<file path="config.mk">
export PLATFORM = sky130hd
export DESIGN_NAME = freq_seq_controller
export DESIGN_NICKNAME = d
export VERILOG_FILES = /design/src/rtl/freq_seq_pkg.sv /design/src/rtl/freq_step_bank.sv /design/src/rtl/freq_seq_controller.sv
export SDC_FILE = /design/constraint.sdc
export NUM_CORES = 1
export LEC_CHECK = 0
export ABC_AREA = 1
export CAP_MARGIN = 10
export CORE_ASPECT_RATIO = 1.4
export CORE_MARGIN = 3
export CORE_UTILIZATION = 23
export CTS_CLUSTER_DIAMETER = 200
export DETAILED_ROUTE_END_ITERATION = 10
export GPL_ROUTABILITY_DRIVEN = 0
export HOLD_SLACK_MARGIN = 0.02
export PLACE_DENSITY = 0.47
export SETUP_SLACK_MARGIN = 0.2
export SLEW_MARGIN = 15
export SYNTH_ARGS = -nofsm -noshare
export SYNTH_HDL_FRONTEND = slang
export SYNTH_HIERARCHICAL = 1
export SYNTH_SLANG_ARGS = --single-unit
</file>
<file path="constraint.sdc">
create_clock -name clk -period 6.88 [get_ports clk]
set_input_delay 0.688 -clock clk [delete_from_list [all_inputs] [get_ports clk]]
set_output_delay 0.688 -clock clk [all_outputs]
set_load 0.005 [all_outputs]
</file>
<file path="src/rtl/freq_seq_pkg.sv">
// Shared types and defaults for the frequency step sequencer.
// Frequency words carry 4 fractional bits below the integer part.
package freq_seq_pkg;

    localparam int DEF_STEPS  = 8;
    localparam int DEF_FREQ_W = 20;
    localparam int DEF_TICK_W = 24;
    localparam int FREQ_REST  = 0;

    typedef enum logic [1:0] {
        IDLE,
        PLAY,
        PAUSE
    } seq_state_e;

endpackage

</file>
<file path="src/rtl/freq_step_bank.sv">
// Bank of step frequency registers with write decode and a read mux.
module freq_step_bank
    import freq_seq_pkg::*;
#(
    parameter int STEPS  = DEF_STEPS,
    parameter int FREQ_W = DEF_FREQ_W,
    parameter int IDX_W  = $clog2(STEPS)
) (
    input  logic              i_clk,
    input  logic              i_reset,
    input  logic              i_wr_en,
    input  logic [IDX_W-1:0]  i_wr_addr,
    input  logic [FREQ_W-1:0] i_wr_freq,
    input  logic [IDX_W-1:0]  i_rd_addr,
    output logic [FREQ_W-1:0] o_rd_freq
);

    logic [FREQ_W-1:0] r_bank [STEPS];

    always_ff @(posedge i_clk or posedge i_reset) begin
        if (i_reset) begin
            for (int i = 0; i < STEPS; i++) begin
                r_bank[i] <= '0;
            end
        end else if (i_wr_en) begin
            r_bank[i_wr_addr] <= i_wr_freq;
        end
    end

    assign o_rd_freq = r_bank[i_rd_addr];

endmodule

</file>
<file path="src/rtl/freq_seq_controller.sv">
// Step sequencer: plays the step bank in order at a programmable step
// length, presenting frequency, gate and a per-step pulse downstream.
module freq_seq_controller
    import freq_seq_pkg::*;
#(
    parameter int STEPS  = DEF_STEPS,
    parameter int FREQ_W = DEF_FREQ_W,
    parameter int TICK_W = DEF_TICK_W,
    parameter int IDX_W  = $clog2(STEPS)
) (
    input  logic              clk,
    input  logic              reset,
    input  logic              wr_en,
    input  logic [IDX_W-1:0]  wr_addr,
    input  logic [FREQ_W-1:0] wr_freq,
    input  logic              start,
    input  logic              stop,
    input  logic              pause,
    input  logic [IDX_W-1:0]  last_step,
    input  logic [TICK_W-1:0] step_len,
    input  logic [TICK_W-1:0] gate_len,
    output logic [FREQ_W-1:0] freq_out,
    output logic              gate,
    output logic [IDX_W-1:0]  step_idx,
    output logic              playing,
    output logic              step_pulse
);

    seq_state_e        r_state;
    seq_state_e        w_state_nx;
    logic [TICK_W-1:0] r_tick;
    logic [TICK_W-1:0] w_tick_nx;
    logic [IDX_W-1:0]  r_idx;
    logic [IDX_W-1:0]  w_idx_nx;
    logic              r_pulse;
    logic              w_pulse_nx;
    logic [TICK_W-1:0] w_len_m1;
    logic              w_wrap;
    logic [FREQ_W-1:0] w_rd_freq;

    freq_step_bank #(
        .STEPS  (STEPS),
        .FREQ_W (FREQ_W),
        .IDX_W  (IDX_W)
    ) u_bank (
        .i_clk     (clk),
        .i_reset   (reset),
        .i_wr_en   (wr_en),
        .i_wr_addr (wr_addr),
        .i_wr_freq (wr_freq),
        .i_rd_addr (r_idx),
        .o_rd_freq (w_rd_freq)
    );

    // A step length of 0 behaves as 1; >= keeps a shortened step from overrunning.
    assign w_len_m1 = (step_len == '0) ? '0 : step_len - TICK_W'(1);
    assign w_wrap   = (r_tick >= w_len_m1);

    always_comb begin
        w_state_nx = r_state;
        w_tick_nx  = r_tick;
        w_idx_nx   = r_idx;
        w_pulse_nx = 1'b0;
        if (stop) begin
            w_state_nx = IDLE;
            w_tick_nx  = '0;
            w_idx_nx   = '0;
        end else if (start) begin
            w_state_nx = PLAY;
            w_tick_nx  = '0;
            w_idx_nx   = '0;
            w_pulse_nx = 1'b1;
        end else begin
            case (r_state)
                PLAY: begin
                    if (pause) begin
                        w_state_nx = PAUSE;
                    end else if (w_wrap) begin
                        w_tick_nx  = '0;
                        w_idx_nx   = (r_idx >= last_step) ? '0 : r_idx + IDX_W'(1);
                        w_pulse_nx = 1'b1;
                    end else begin
                        w_tick_nx = r_tick + TICK_W'(1);
                    end
                end
                PAUSE: begin
                    if (!pause) begin
                        w_state_nx = PLAY;
                    end
                end
                default: begin
                    w_state_nx = IDLE;
                end
            endcase
        end
    end

    always_ff @(posedge clk or posedge reset) begin
        if (reset) begin
            r_state <= IDLE;
            r_tick  <= '0;
            r_idx   <= '0;
            r_pulse <= 1'b0;
        end else begin
            r_state <= w_state_nx;
            r_tick  <= w_tick_nx;
            r_idx   <= w_idx_nx;
            r_pulse <= w_pulse_nx;
        end
    end

    assign freq_out   = (r_state == IDLE) ? '0 : w_rd_freq;
    assign gate       = (r_state == PLAY) && (r_tick < gate_len)
                        && (w_rd_freq != FREQ_W'(FREQ_REST));
    assign step_idx   = r_idx;
    assign playing    = (r_state != IDLE);
    assign step_pulse = r_pulse;

endmodule

</file>
==> impl_metrics.csv, run 1 <==
group,metric,value,unit
clock_tree,numCtsBuffers,17,
min_path,min_delay_path_depth,2,
floorplan,start_util,0.2332,
finish,final_cell_mix,"nand2_1, inv_1, dfrtp_1",
timing,period_share,0.6980,
clock_tree,post_cts_resized,0,
critical_path,cp_slowest_stage_delay,600,ps
timing,tns,0,ps
synthesis,ys_seq_area_frac,0.4067,
critical_path,r2r_end,"step_idx[2]",
clock_tree,postCtsSetupBuffers,0,
critical_path,worst_r2r_path_depth,8,
timing,hold_viol,0,
timing,drv_slew,0,
grt,grt_max_degree,86,
timing,setup_violations,0,
clock_tree,cts_tree,"done",
timing,tightest_slew,1113,ps
synthesis,syn_avg_cell_area,6.962,um2
clock_tree,htree_levels,4,
power,peakVddDrop,0.1300,mV
clock_tree,cts_hold_buf,0,
synthesis,syn_nets,1813,
critical_path,critPathLaunchType,"flip-flop",
clock_tree,insertion_delay,450,ps
finish,drive_above_1_share,0.05117,
route,viasPerCell,4.319,
synthesis,synth_cells,1679,
route,dr.first_iter.drc_count,657,
critical_path,path_max_fanout,48,
synthesis,synth_seq_cells,190,
critical_path,crit_type,"reg2out",
timing,finalCriticalPeriod,4803,ps
synthesis,synth-edff-count,0,
critical_path,crit_slowest_cell,"buf_4",
timing,fmax,208.2,MHz
power,power_leakage,7.186,nW
min_path,hold-path-endpoint,"u_bank/r_bank[129]",
finish,area_delta_synth_final,19.11,%
outcome,status,"finished clean",
clock_tree,clock_sinks,190,
power,power_density,221.6,nW/um2
floorplan,core_area,50120,um2
critical_path,path_cells,"clkinv_2 -> buf_4 -> nand2_1 -> nand3_1 -> nand2_1 -> nand2_1 -> nand2_1 -> nor4_1 -> nand3_1 -> nor3_1 -> nor2_1 -> clkdlybuf4s50_1",
critical_path,reg2reg_slack,4620,ps
finish,utilization,0.2778,
run,maxCapViolations,0,
min_path,hp-class,"reg2reg",
timing,rsz0062_at_grt,"no",
route,drt_wl_total,34900,um
floorplan,die_h,272.8,um
min_path,hold_start,"u_bank/r_bank[129]",
grt,grt_pass1_vias,10180,
timing,maxSlewHeadroom,0.2570,
route,met1_length,16050,um
clock_tree,clockBufferDepth,2,
grt,grt.total_usage,0.1311,
route,highest_layer,"met5",
route,dr.pass1.iters,5,
timing,finalClockSkew,7.665,ps
critical_path,r2r_start,"step_idx[0]",
floorplan,io_pins,106,
placed_design,dp_hpwl,22970,um
clock_tree,clkSlewWorstSetupHoldPaths,70,ps
finish,final_net_count,1880,
route,vias,10370,
synthesis,ys_types,35,
route,postRouteAntennaNets,0,
route,dr_wl_met2,17040,um
synthesis,ys.flop_type,"dfrtp_1",
clock_tree,root_buffer,"clkbuf_16",
floorplan,die_w,196.5,um
synthesis,synthArstFlopShare,1.000,
critical_path,cp.arrival,4110,ps
route,drc,0,
finish,antenna_cells,0,
grt,grt_pass1_wl,55680,um
route,avgRoutedWirePerCell,14.53,um
critical_path,cp-end-kind,"output pin",
critical_path,crit_path_frequent_cell,"nand2_1",
placed_design,port_buffers,105,
route,met3_length,1270,um
grt,antenna_found_initial,1,
synthesis,synthesis.area,11690,um2
critical_path,cp.required,6190,ps
floorplan,dieArea,53600,um2
finish,final_common_cell,"nand2_1",
synthesis,yosysWarnings,6,
floorplan,row_count,97,
grt,grt-ovfl-total,0,
## flip-flops by register name, indices dropped and copies added, names as in the netlist
name,count
r_tick,24
u_bank/r_bank,160
r_state,2
step_pulse,1
step_idx,3
## cell type report
class,instances,area (um2)
clock buffers,21,470.5
clock inverters,11,130.1
fillers,5571,36200
inverters,294,1110
multi-input cells,1126,5490
flip-flops and latches,190,4757
well taps,643,804.5
repair buffers,117,1161
## worst max-delay path by stage
stage / startpoint / endpoint / slack (ps) / cells past startpoint
floorplan: reset / u_bank/r_bank[0] / 1870 / 1
global placement: step_idx[0] / gate / 2470 / 12
detailed placement: step_idx[0] / gate / 2460 / 12
CTS: step_idx[0] / gate / 1960 / 12
global route: step_idx[0] / gate / 1780 / 12
finish: step_idx[0] / gate / 2080 / 12
## synth_stat cells, types with 2 or more instances
master / number / area (um2)
nand3b_4: 2 / 40.04
nand2_1: 562 / 2110
nand3_1: 113 / 565.5
nor4_1: 7 / 43.79
a21oi_1: 24 / 120.1
inv_1: 289 / 1085
xor2_1: 16 / 140.1
o21bai_1: 4 / 30.03
nor3_2: 2 / 20.02
o21ai_0: 162 / 810.8
xnor2_1: 8 / 70.07
ha_1: 54 / 675.7
nand2_2: 2 / 12.51
buf_4: 3 / 22.52
inv_2: 5 / 18.77
buf_6: 4 / 45.04
nor2_1: 108 / 405.4
buf_2: 38 / 190.2
nor2_4: 3 / 33.78
o21ai_1: 6 / 30.03
nor2_2: 8 / 50.05
dfrtp_1: 190 / 4755
nor3_1: 12 / 60.06
clkbuf_1: 22 / 82.58
nand3_2: 8 / 80.08
nand4_1: 11 / 68.82
o211ai_1: 2 / 15.01
a21o_1: 2 / 15.01
or2_2: 6 / 37.54
## metrics by stage
| step | hold slack (ps) | cells | power [mW] | setup slack (ps) | area (um2) |
|---|---|---|---|---|---|
| 4_1_cts | 489.8 | 2401 | 3.132 | 1959 | 13900 |
| 5_1_grt | 509.9 | 2402 | 3.304 | 1777 | 13920 |
| 3_5_place_dp | 472.4 | 2369 | 2.087 | 2463 | 13300 |
| 6_report | 484.8 | 2402 | 3.086 | 2077 | 13920 |
| 2_1_floorplan | 453.0 | 1679 | 1.853 | 1872 | 11690 |
| 3_3_place_gp | 464.8 | 2369 | 2.073 | 2471 | 13300 |
## critical path: cells and delay by family, from the launching register on
kind | cells | cell delay [ps]
AND/OR/NAND/NOR | 9 | 1750
buffers and inverters | 3 | 1460
flip-flops | 1 | 410
## metal layers
metal | vias up | global-route usage
met3 | 35 | 0.01862
met5 | - | 0
met2 | 206 | 0.2312
li1 | 5273 | -
met1 | 4858 | 0.1676
met4 | 2 | 0.03529
## report_power, final
group          switching (mW)  internal (mW)
registers              0.0861           1.30
clock network           0.456          0.569
logic                   0.411          0.267
## logic make-up after synthesis
family / after synthesis / synth area share
simple gates: 846 / 0.3032
fa+ha+maj: 54 / 0.05780
buf+inv: 363 / 0.1257
flops: 190 / 0.4067
compound gates: 202 / 0.08862
xor+xnor: 24 / 0.01798
Power figures use the tool's default switching activity.
==> run 2, diff against run 1 <==
Settings changed: PLACE_DENSITY 0.47 to 0.48.
Clock period 6.88 ns to 4.3 ns, I/O delays scaled along.
==> impl_metrics.csv, run 2 (same netlist as run 1, synthesis figures left out) <==
group,metric,value,unit
outcome,status,"finished clean",
timing,maxSlewHeadroom,0.2994,
clock_tree,root_buffer,"clkbuf_16",
placed_design,place_inst,2375,
critical_path,worstPathBufferInverterCount,4,
grt,grt_pass1_wl,55960,um
finish,final_cell_mix,"nand2_1, inv_1, dfrtp_1",
finish,antenna_cells,0,
run,maxCapViolations,0,
route,drt_wl_total,34560,um
timing,finalCriticalPeriod,3889,ps
grt,grt.total_usage,0.1318,
route,dr.pass1.iters,5,
timing,finalClockSkew,6.703,ps
timing,drv_slew,0,
critical_path,path_cells,"clkinv_2 -> buf_12 -> nand2_1 -> nand3_1 -> nand2_1 -> nand2_1 -> nand2_1 -> nor4_1 -> buf_4 -> nand3_1 -> nor3_2 -> nor2_1 -> clkdlybuf4s50_1",
critical_path,path_delay_family,"simple AND/OR/NAND/NOR gates",
placed_design,port_buffers,105,
grt,grt_pass1_vias,10340,
floorplan,dieArea,53600,um2
timing,holdWs,478.9,ps
critical_path,cp.required,3870,ps
placed_design,pre_cts_ws,387.4,ps
floorplan,core_area,50120,um2
grt,antenna_found_initial,0,
timing,rsz0062_at_grt,"no",
floorplan,io_pins,106,
clock_tree,clock_sinks,190,
power,power_density,349.3,nW/um2
route,vias,10310,
critical_path,reg2reg_slack,2130,ps
min_path,hp-class,"in2async",
critical_path,crit_slowest_cell,"dfrtp_2",
finish,regMostFlops,"u_bank/r_bank",
critical_path,cp.arrival,3460,ps
grt,grtUsageMet1,0.1597,
grt,grt_max_degree,139,
clock_tree,insertion_delay,450,ps
clock_tree,clockBufferDepth,2,
floorplan,die_h,272.8,um
timing,fmax,257.1,MHz
timing,tightest_slew,1050,ps
route,drc,0,
clock_tree,clkSlewWorstSetupHoldPaths,70,ps
grt,top_usage_layer,"met2",
power,peakVddDrop,0.2716,mV
finish,final_net_count,1886,
floorplan,start_util,0.2332,
finish,final_common_cell,"nand2_1",
critical_path,path_max_fanout,36,
clock_tree,postCtsSetupBuffers,0,
floorplan,die_w,196.5,um
critical_path,crit_path_frequent_cell,"nand2_1",
finish,drive_above_1_share,0.05552,
power,power_leakage,7.211,nW
critical_path,cp-end-kind,"output pin",
timing,hold_viol,0,
critical_path,critPathLaunchType,"flip-flop",
route,postRouteAntennaNets,0,
route,avgRoutedWirePerCell,14.35,um
finish,utilization,0.2791,
grt,use_met3,0.02096,
clock_tree,htree_levels,4,
critical_path,crit_type,"reg2out",
timing,setup_slack,411.1,ps
clock_tree,cts_tree,"done",
grt,grt-ovfl-total,0,
placed_design,dp_hpwl,23250,um
timing,period_share,0.9044,
finish,area_delta_synth_final,19.69,%
timing,setup_violations,0,
finish,largest_reg_flops,160,
floorplan,row_count,97,
grt,use_met2,0.2416,
route,viasPerCell,4.281,
clock_tree,numCtsBuffers,17,
finish,fin_cells,2408,
timing,tns,0,ps
critical_path,cp_slowest_stage_delay,550,ps
route,dr.first_iter.drc_count,597,
==> run 2: per-layer routing <==
metal,up-vias,wire [um]
met1,4828,15510
li1,5290,-
met3,30,1128
met2,161,17410
met5,-,0
met4,0,512
==> run 2: layout make-up <==
| cell class | count | area, um2 |
|---|---|---|
| clock buffers | 18 | 439.2 |
| inverters | 294 | 1109 |
| repair buffers | 123 | 1256 |
| fillers | 5549 | 36130 |
| multi-input cells | 1126 | 5495 |
| clock inverters | 14 | 131.4 |
| well taps | 643 | 804.5 |
| flip-flops and latches | 190 | 4757 |
==> run 2: metrics by stage <==
stage,cell area (um2),power [mW]
after CTS,13950,4.966
after detailed placement,13380,3.349
after global routing,13990,5.256
final,13990,4.888
after floorplan,11690,2.965
after global placement,13380,3.325
==> run 2: worst paths after layout <==
check	startpoint	endpoint	cells past startpoint
setup / recovery	step_idx[0]	gate	13
hold / removal	reset	u_bank/r_bank[103]	2
setup reg to reg	r_tick[23]	r_tick[22]	10
hold reg to reg	u_bank/r_bank[144]	u_bank/r_bank[144]	2
max in group asynchronous	reset	u_bank/r_bank[51]	3
min in group clk	u_bank/r_bank[144]	u_bank/r_bank[144]	2
==> run 2: what timing repair did <==
action                                  4_1_cts  5_1_grt
endpoints found under the setup margin        1        1
pin swaps                                     0        0
resized for setup                             1        4
gates cloned                                  0        1
hold buffers                                  0        0
==> run 2: power by group <==
part           switching (mW)  leakage, nW  internal, mW  total, mW
clock network           0.753        0.276         0.824       1.58
logic                   0.650         4.52         0.443       1.09
registers               0.143         2.42          2.07       2.22
==> run 3, diff against run 2 <==
Settings changed: CORE_MARGIN 3 to 2.
==> impl_metrics.csv, run 3 (same netlist as run 1, synthesis figures left out) <==
group,metric,value,unit
outcome,status,"finished clean",
finish,final_net_count,1886,
timing,finalCriticalPeriod,3857,ps
critical_path,cp.arrival,3430,ps
floorplan,row_count,97,
critical_path,cp_slowest_stage_delay,540,ps
critical_path,cp-startpoint,"step_idx[0]",
floorplan,io_pins,106,
route,vias,10330,
floorplan,start_util,0.2332,
timing,maxSlewHeadroom,0.3129,
clock_tree,clkSlewWorstSetupHoldPaths,70,ps
finish,regMostFlops,"u_bank/r_bank",
clock_tree,htree_levels,4,
grt,antenna_found_initial,0,
clock_tree,cts_hold_buf,0,
floorplan,dieArea,52670,um2
timing,setup_violations,0,
run,maxCapViolations,0,
route,avgRoutedWirePerCell,14.35,um
grt,grtUsageMet1,0.1675,
timing,tightest_slew,1030,ps
critical_path,crit_path_frequent_cell,"nand2_1",
timing,tns,0,ps
critical_path,crit_type,"reg2out",
timing,hold_viol,0,
timing,finalClockSkew,5.801,ps
grt,grt_pass1_wl,55780,um
critical_path,worst_r2r_path_depth,10,
clock_tree,clock_sinks,190,
placed_design,port_buffers,105,
route,dr.first_iter.drc_count,589,
critical_path,cp.required,3870,ps
grt,grt_pass1_vias,10190,
placed_design,dp_hpwl,23020,um
finish,drive_above_1_share,0.05552,
clock_tree,clockBufferDepth,2,
critical_path,critPathLaunchType,"flip-flop",
timing,fmax,259.3,MHz
grt,grt-ovfl-total,0,
placed_design,placed_area,13380,um2
timing,drv_slew,0,
finish,final_area,14050,um2
critical_path,cp-end-kind,"output pin",
floorplan,die_h,270.8,um
finish,area_delta_synth_final,20.18,%
clock_tree,postCtsSetupBuffers,0,
power,power_leakage,7.245,nW
timing,period_share,0.8969,
route,viasPerCell,4.291,
finish,final_cell_mix,"nand2_1, inv_1, dfrtp_1",
power,power_density,356.7,nW/um2
clock_tree,numCtsBuffers,17,
grt,top_usage_layer,"met2",
grt,grt_max_degree,81,
route,drt_wl_total,34550,um
clock_tree,cts_tree,"done",
finish,final_common_cell,"nand2_1",
finish,largest_reg_flops,160,
finish,fillers,5531,
min_path,hp-class,"reg2reg",
floorplan,core_area,50120,um2
route,drc,0,
critical_path,path_cells,"inv_2 -> buf_12 -> nand2_1 -> nand3_1 -> nand2_1 -> nand2_1 -> nand2_1 -> nor4_1 -> buf_4 -> nand3_1 -> nor3_4 -> nor2_1 -> clkdlybuf4s50_1",
critical_path,r2r_end,"r_tick[10]",
timing,rsz0062_at_grt,"no",
floorplan,die_w,194.5,um
route,dr.pass1.iters,5,
critical_path,path_max_fanout,49,
critical_path,r2r_start,"r_tick[23]",
critical_path,reg2reg_slack,2110,ps
grt,use_met3,0.01895,
grt,grt.total_usage,0.1346,
critical_path,crit_slowest_cell,"dfrtp_2",
finish,antenna_cells,0,
critical_path,cp-endpoint,"gate",
clock_tree,root_buffer,"clkbuf_16",
grt,use_met2,0.2422,
clock_tree,insertion_delay,450,ps
power,peakVddDrop,0.2451,mV
route,postRouteAntennaNets,0,
==> run 3: changes by cell type in the layout (fill, tap and decap cells not counted), moves of 2 or more <==
cell | previous run | this run
clkinv_2 | 4 | 1
clkinv_8 | 0 | 3
clkinvlp_4 | 4 | 2
inv_6 | 5 | 2
inv_8 | 1 | 4
==> run 3: worst min path at each step <==
stage	start	depth (start not counted)	end	slack, ps
6_report	u_bank/r_bank[144]	2	u_bank/r_bank[144]	490
5_1_grt	u_bank/r_bank[145]	2	u_bank/r_bank[145]	500
4_1_cts	u_bank/r_bank[144]	2	u_bank/r_bank[144]	490
3_5_place_dp	u_bank/r_bank[58]	2	u_bank/r_bank[58]	470
3_3_place_gp	u_bank/r_bank[101]	2	u_bank/r_bank[101]	470
2_1_floorplan	u_bank/r_bank[100]	2	u_bank/r_bank[100]	450
==> run 3: through the flow <==
step / setup WS, ps / utilization / total power, mW / hold slack, ps / std cells
5_1_grt: 215.4 / 0.2803 / 5.357 / 501.5 / 2408
3_5_place_dp: 393.7 / 0.2668 / 3.348 / 472.6 / 2375
2_1_floorplan: 1535 / - / 2.965 / 453.0 / 1679
6_report: 443.2 / 0.2803 / 5.011 / 485.5 / 2408
4_1_cts: 254.6 / 0.2794 / 5.073 / 489.6 / 2407
3_3_place_gp: 439.2 / 0.2668 / 3.326 / 465.3 / 2375
==> run 3: metal layers <==
metal / vias up / routed length, um
li1: 5295 / -
met1: 4850 / 15550
met2: 167 / 17500
met3: 20 / 1064
met4: 0 / 433
met5: - / 0
==> run 3: cell type report <==
class                      count  area (um2)  share of cell area
clock inverter                15       201.4             0.01434
inverter                     294        1107             0.07882
sequential                   190        4760              0.3388
multi-input combinational   1126        5502              0.3916
timing repair buffer         123        1249             0.08888
clock buffer                  17       425.4             0.03028
tap                          643       804.5             0.05727
==> run 3: critical path: cells and delay by family, from the launching register on <==
family	cells	cell delay, ps
buffers and inverters	4	1030
and+or+nand+nor	9	1390
DFF	1	540
==> run 3: repair_timing <==
action | 4_1_cts | 5_1_grt
endpoints found under the setup margin | 1 | 1
gates cloned | 0 | 1
resized for setup | 1 | 3
==> run 3: power breakdown <==
group          switching (mW)  internal, mW  total [mW]
registers               0.145          2.07        2.22
logic                   0.653         0.442        1.10
clock network           0.805         0.892        1.70
